<file path="src/rtl/parity_tx_pkg.sv">
// Shared types and helpers for the parity serial transmitter.
// Holds the FSM state encoding and the parity calculation.
package parity_tx_pkg;

    typedef enum logic [2:0] {
        IDLE,
        START,
        DATA,
        PARITY,
        STOP
    } state_e;

    localparam int DATA_W_DEFAULT = 4;
    localparam int MAX_W          = 32;
    localparam int FRAME_BITS     = DATA_W_DEFAULT + 3;

    // Start + data + parity + stop for a given data width
    function automatic int frame_bits(input int dw);
        return dw + 3;
    endfunction

    // Zero-extended data does not change the XOR reduction
    function automatic logic calc_parity(
        input logic [MAX_W-1:0] data,
        input logic             odd
    );
        return (^data) ^ odd;
    endfunction

endpackage

</file>
<file path="src/rtl/parity_serial_tx_bit_timer.sv">
// Bit-period counter for the parity serial transmitter.
// tick marks the last cycle of a bit; near marks the cycle before it.
module bit_timer #(
    parameter int CLKS_PER_BIT = 4
) (
    input  logic clk,
    input  logic rst,
    input  logic clr,
    output logic tick,
    output logic near
);

    localparam int CW = (CLKS_PER_BIT > 1) ? $clog2(CLKS_PER_BIT) : 1;
    localparam logic [CW-1:0] LAST = CW'(CLKS_PER_BIT - 1);
    localparam logic [CW-1:0] PRE  = CW'(CLKS_PER_BIT - 2);

    logic [CW-1:0] cnt_q;
    logic [CW-1:0] cnt_d;

    assign tick = (cnt_q == LAST);

    // With one cycle per bit every cycle is a wrap cycle
    assign near = (CLKS_PER_BIT == 1) ? 1'b1 : ((cnt_q == PRE) && !clr);

    // Next count: hold at zero while cleared, wrap after the last cycle
    always_comb begin
        cnt_d = cnt_q + CW'(1);
        if (clr || tick) begin
            cnt_d = '0;
        end
    end

    // Counter register
    always_ff @(posedge clk) begin
        if (rst) begin
            cnt_q <= '0;
        end else begin
            cnt_q <= cnt_d;
        end
    end

endmodule

</file>
<file path="src/rtl/parity_serial_tx.sv">
// Serial frame transmitter: start, data MSB-first, parity, stop.
// Also presents the parity bit in parallel for loopback into a checker.
module parity_serial_tx
    import parity_tx_pkg::*;
#(
    parameter int DATA_W       = 4,
    parameter int CLKS_PER_BIT = 4,
    parameter int ODD_PARITY   = 0
) (
    input  logic              clk,
    input  logic              rst,
    input  logic              in_valid,
    output logic              in_ready,
    input  logic [DATA_W-1:0] in_data,
    output logic              tx,
    output logic              par_out,
    output logic              busy,
    output logic              frame_done
);

    localparam int BW = (DATA_W > 1) ? $clog2(DATA_W) : 1;
    localparam logic [BW-1:0] LAST_BIT = BW'(DATA_W - 1);
    localparam logic ODD = (ODD_PARITY != 0);

    state_e            state_q, state_d;
    logic [DATA_W-1:0] shift_q, shift_d;
    logic [BW-1:0]     bit_q, bit_d;
    logic              tx_q, tx_d;
    logic              par_q, par_d;
    logic              busy_q, busy_d;
    logic              done_q, done_d;

    logic              tick;
    logic              near;
    logic              clr;

    // Timer is held at zero while idle so START gets a full bit period
    assign clr = (state_q == IDLE);

    bit_timer #(
        .CLKS_PER_BIT(CLKS_PER_BIT)
    ) u_timer (
        .clk (clk),
        .rst (rst),
        .clr (clr),
        .tick(tick),
        .near(near)
    );

    assign in_ready   = (state_q == IDLE) && !rst;
    assign tx         = tx_q;
    assign par_out    = par_q;
    assign busy       = busy_q;
    assign frame_done = done_q;

    // Next-state, next-output and datapath logic of the frame FSM
    always_comb begin
        state_d = state_q;
        shift_d = shift_q;
        bit_d   = bit_q;
        tx_d    = tx_q;
        par_d   = par_q;
        unique case (state_q)
            IDLE: begin
                tx_d = 1'b1;
                if (in_valid) begin
                    shift_d = in_data;
                    par_d   = calc_parity(MAX_W'(in_data), ODD);
                    bit_d   = '0;
                    tx_d    = 1'b0;
                    state_d = START;
                end
            end
            START: begin
                if (tick) begin
                    bit_d   = '0;
                    tx_d    = shift_q[DATA_W-1];
                    state_d = DATA;
                end
            end
            DATA: begin
                if (tick) begin
                    if (bit_q == LAST_BIT) begin
                        tx_d    = par_q;
                        state_d = PARITY;
                    end else begin
                        shift_d = shift_q << 1;
                        bit_d   = bit_q + BW'(1);
                        tx_d    = shift_d[DATA_W-1];
                    end
                end
            end
            PARITY: begin
                if (tick) begin
                    tx_d    = 1'b1;
                    state_d = STOP;
                end
            end
            STOP: begin
                if (tick) begin
                    tx_d    = 1'b1;
                    state_d = IDLE;
                end
            end
            default: begin
                tx_d    = 1'b1;
                state_d = IDLE;
            end
        endcase
        busy_d = (state_d != IDLE);
        done_d = (state_d == STOP) && near;
    end

    // FSM and registered outputs; reset overrides any handshake
    always_ff @(posedge clk) begin
        if (rst) begin
            state_q <= IDLE;
            shift_q <= '0;
            bit_q   <= '0;
            tx_q    <= 1'b1;
            par_q   <= 1'b0;
            busy_q  <= 1'b0;
            done_q  <= 1'b0;
        end else begin
            state_q <= state_d;
            shift_q <= shift_d;
            bit_q   <= bit_d;
            tx_q    <= tx_d;
            par_q   <= par_d;
            busy_q  <= busy_d;
            done_q  <= done_d;
        end
    end

endmodule

</file>
<file path="config.mk">
export PLATFORM = sky130hd
export DESIGN_NAME = parity_serial_tx
export DESIGN_NICKNAME = d
export VERILOG_FILES = /design/src/rtl/parity_tx_pkg.sv /design/src/rtl/parity_serial_tx_bit_timer.sv /design/src/rtl/parity_serial_tx.sv
export SDC_FILE = /design/constraint.sdc
export NUM_CORES = 1
export LEC_CHECK = 0
export CAP_MARGIN = 15
export CORE_UTILIZATION = 25
export DETAILED_ROUTE_END_ITERATION = 7
export PLACE_DENSITY = 0.54
export SLEW_MARGIN = 10
export SYNTH_ARGS = -nofsm -noshare
export SYNTH_HDL_FRONTEND = slang
export SYNTH_SLANG_ARGS = --single-unit
</file>
<file path="constraint.sdc">
create_clock -name clk -period 2.1 [get_ports clk]
set_clock_uncertainty 0.2 [all_clocks]
set_input_delay 0.63 -clock clk [delete_from_list [all_inputs] [get_ports clk]]
set_output_delay 0.63 -clock clk [all_outputs]
set_load 0.1 [all_outputs]
</file>
=== After elaboration in Yosys (flattened, before gate mapping) ===
Cells that the tools add are included.

* Latch bits: 0
* Bits of input ports: 7
* Register bits: 15
* Memory bits (writable): 0
* Logic and storage cells: 62
* ROM bits: 0
* Output and inout port bits: 5
* Memories: 0

* Muxes and demuxes: 22
* Shift operators: 0
* Bitwise operators: 0
* Multipliers: 0
* Divide/modulo/power cells: 0
* Magnitude comparators: 0
* Reductions and logical operators: 17
* Eq/ne operators: 13
* Add/subtract/negate cells: 2

{| class="wikitable"
|+ Operator list
! kind !! count
|-
| $reduce_xor A32 Y1 || 1
|-
| $mux W3 || 6
|-
| $pmux W3 S5 || 1
|-
| $mux W4 || 3
|-
| $mux W2 || 4
|-
| $pmux W4 S2 || 1
|-
| $eq A2 B2 Y1 const B || 3
|-
| $eq A3 B2 Y1 const B || 2
|-
| $eq A3 B3 Y1 const B || 2
|-
| $ne A2 B1 Y1 const B || 3
|-
| $pmux W2 S3 || 1
|-
| $reduce_bool A3 Y1 || 2
|-
| $mux W1 || 5
|-
| $reduce_and A5 Y1 || 1
|-
| $add A2 B1 Y2 const B || 2
|-
| $ne A2 B2 Y1 const B || 2
|-
| $pmux W1 S4 || 1
|-
| $reduce_and A4 Y1 || 1
|-
| $reduce_or A2 Y1 || 2
|-
| $eq A3 B1 Y1 const B || 1
|-
| $logic_and A1 B1 Y1 || 3
|-
| $logic_not A3 Y1 || 1
|-
| $reduce_and A3 Y1 || 1
|-
| $logic_not A1 Y1 || 2
|-
| 3 further kinds || 3
|}

=== Logic depth before layout (Yosys ltp) ===
* Depth after elaboration: 6
* Depth in mapped cells: 4
* Gate-level depth less buffers: 4

=== By module ===
A second synthesis with hierarchy kept.

* Cells, all modules: 78
* Area total of the unflattened synthesis: 784.5 um2

{| class="wikitable"
|+ By module, submodules not included
! module !! sequential area each (um2) !! instances !! cells an instance !! area an instance (um2)
|-
| parity_serial_tx || 260.2 || 1 || 70 || 681.9
|-
| bit_timer || 40.0 || 1 || 8 || 102.6
|}

=== Worst setup path before layout ===
OpenSTA, ideal clock, no wires.

* Path kind: input-to-output
* Start point: input port rst
* End point: output port in_ready
* Stages: 2
* Path buffers: 1
* Path slack: -2378 ps
* Data arrival time: 3648 ps
* Cells stage by stage: clkbuf_1 -> nor4_1

* Word-level cells in the longest chain between the ends: 2

{| class="wikitable"
|+ RTL lines
! item !! line !! text
|-
| start: declaration || parity_serial_tx.sv:11 || <nowiki>input logic rst,</nowiki>
|-
| $logic_not A1 Y1 || parity_serial_tx.sv:50 || <nowiki>assign in_ready = (state_q == IDLE) && !rst;</nowiki>
|-
| $logic_and A1 B1 Y1 || parity_serial_tx.sv:50 ||
|-
| end: declaration || parity_serial_tx.sv:13 || <nowiki>output logic in_ready,</nowiki>
|}

Every way passes these cells.

=== Worst setup path after layout ===
Same ends and word-level chain as after synthesis.

==> out/metrics.cfg <==
[global_route]
gr-max-usage-layer = met2
grt.total_usage = 0.109
grt_pass1_wl_um = 2870
antenna_found_initial = 0
grt_pass1_vias = 676
use_met1 = 0.143
grt_use_met2 = 0.172
grt_max_degree = 14
overflow = 0
use_met3 = 0.0220

[yosys]
ys_ff_latch = 15
synth_warnings = 0
ys_types = 36
syn_area_um2 = 796
syn_avg_cell_area_um2 = 9.36
netlist_instances = 85
ys_seq_area_frac = 0.377
syn_nets = 96

[cells_and_area]
multiInputGateArea_um2 = 479
area_growth_pct = 38.0
n_antenna_cell = 0
ff_latch_area_um2 = 300
design_area_um2 = 1100
layout_common_cells = dfxtp_1 (15), buf_4 (8), nand2_1 (6)
drive_gt1_frac = 0.231
final_common_cell = dfxtp_1
fin_nets = 116
nFillCells = 317

[critical_path]
required_ns = 1.27
critPathKind = in2out
crit_path_start_kind = primary input
r2r_cells = 4
crit_arrival_ns = 1.20
r2r_start = u_timer.cnt_q[0]
cp-end-kind = output pin
path_max_fanout = 2
regToRegEndpoint = bit_q[1]
reg2reg_slack_ns = 0.22

[clock_tree]
cts_tree = yes
h-tree-depth = 1
numCtsBuffers = 3
cts.sinks = 15
cts_hold_buf = 0
cts_max_path_buffers = 2
clk-insertion-delay-late_ns = 0.28
cts_root_buf = clkbuf_4
cts_setup_buffers = 0
path_clk_slew_ns = 0.09

[sta]
drv_slew = 0
totalNegativeSetupSlack_ns = 0
setup_viol = 0
rsz0062_at_grt = false
slew_headroom = 0.742
tightest_slew_ns = 0.384
period_minus_slack_ns = 2.03
whs_ns = 0.270
fmax_ghz = 0.494
hold_violations = 0
fin_crit_sh = 0.965

[hold_path]
whs_endpoint = shift_q[3]
hold_class = reg2reg
min_path_cells = 2
min-delay-start = shift_q[3]

[drt]
drt_iter0_drc = 9
vias = 702
ant_nets = 0
viasPerCell = 4.74
dr.pass1.iters = 2
wl_per_cell_um = 11.2
drc_errors = 0
drt_wl_total_um = 1660

[die]
core_region_area_um2 = 3030
io-pin-count = 12
rows = 20
start_util = 0.263
die_h_um = 58.4
die_area_um2 = 3410
chipWidth_um = 58.4

[pwr]
power_density_nw_per_um2 = 562
ir_drop_v = 0.000188
power_leakage_nw = 0.436

[run_status]
status = finished clean

[place]
routabilityCongestion = 0.759
placed_area_um2 = 1070
place_hpwl_um = 1270
port_buffers = 11

[run]
cap_violations = 0

==> metrics by stage <==
step / instances / utilization / setup WS, ns / power [W]
4_1_cts: 148 / 0.363 / 0.0119 / 0.000628
5_1_grt: 148 / 0.363 / 0.0387 / 0.000651
3_3_place_gp: 144 / 0.353 / -0.301 / 0.000463
6_report: 148 / 0.363 / 0.0740 / 0.000617
3_5_place_dp: 144 / 0.353 / -0.315 / 0.000464
2_1_floorplan: 85 / - / -0.543 / 0.000409
==> registers in the layout (all words and copies together), names as in the netlist <==
register       cells
u_timer.cnt_q      2
tx                 1
shift_q            4
par_out            1
busy               1
state_q            3
frame_done         1
bit_q              2
==> worst max path at each step <==
stage | from | to | slack, ns | cells past startpoint
after floorplan | rst | in_ready | -0.54 | 2
after global placement | rst | in_ready | -0.30 | 3
after detailed placement | rst | in_ready | -0.31 | 3
after CTS | rst | in_ready | 0.01 | 3
after global routing | state_q[1] | in_ready | 0.04 | 2
final | rst | in_ready | 0.07 | 3
==> layout make-up <==
| class | instances | share of cell area |
|---|---|---|
| clock buffers | 3 | 0.0205 |
| clock inverters | 1 | 0.00456 |
| inverters | 4 | 0.0137 |
| multi-input cells | 62 | 0.436 |
| flip-flops and latches | 15 | 0.273 |
| well taps | 44 | 0.0501 |
| repair buffers | 19 | 0.202 |
==> cells in the mapped netlist, drive strengths merged <==
library cell  count  area [µm²]
and3b             1        8.76
and3              1        6.26
a311oi            1        8.76
nor4              1        6.26
a21boi            1        7.51
a211o             1        8.76
mux2i             5        50.1
nand4b            1        8.76
inv               4        15.0
buf               2        8.75
nand2             6        22.5
a32oi             1        8.76
or3               1        6.26
ha                4        50.1
or4b              2        20.0
xnor2             5        43.8
o221ai            3        26.3
nor3              3        15.0
nand2b            1        6.26
a21oi             3        18.8
clkbuf            2        7.51
nand3b            2        18.8
nand3             1        5.00
or2b              1        7.51
o211ai            3        22.5
or2               3        18.8
nor4b             1        8.76
a21o              1        7.51
nor2              4        15.0
dfxtp            15         300
or4               2        15.0
a32o              1        10.0
a31oi             2        12.5
==> per-layer routing <==
metal	wire length, µm	vias to the layer above
met5	0	-
met4	13	0
met3	46	2
met2	773	11
met1	827	333
li1	-	356
==> kinds of logic after synthesis <==
kind of cell	Yosys count	synth area share
compound gates	17	0.165
xor+xnor	5	0.0550
fa+ha+maj	4	0.0629
buf+inv	8	0.0393
flops	15	0.377
mux	5	0.0629
simple gates	31	0.237
==> power by group <==
group          internal, W  switching [W]  leakage (nW)  total (W)
sequential        0.000297      0.0000139         0.123   0.000311
combinational    0.0000652      0.0000807         0.295   0.000146
clock            0.0000706      0.0000896        0.0177   0.000160
total             0.000433       0.000184         0.436   0.000617
==> worst max-delay path: stages <==
cell and delay, ns:
buf_6 0.10, nor4_4 0.25, buf_12 0.21
==> timing repair <==
item                       CTS  global route
setup endpoints to repair    1             1
resized for setup            5             0
pin swaps                    1             1
hold endpoints to repair     0             0
No activity file was read; power rests on OpenSTA's default activity.
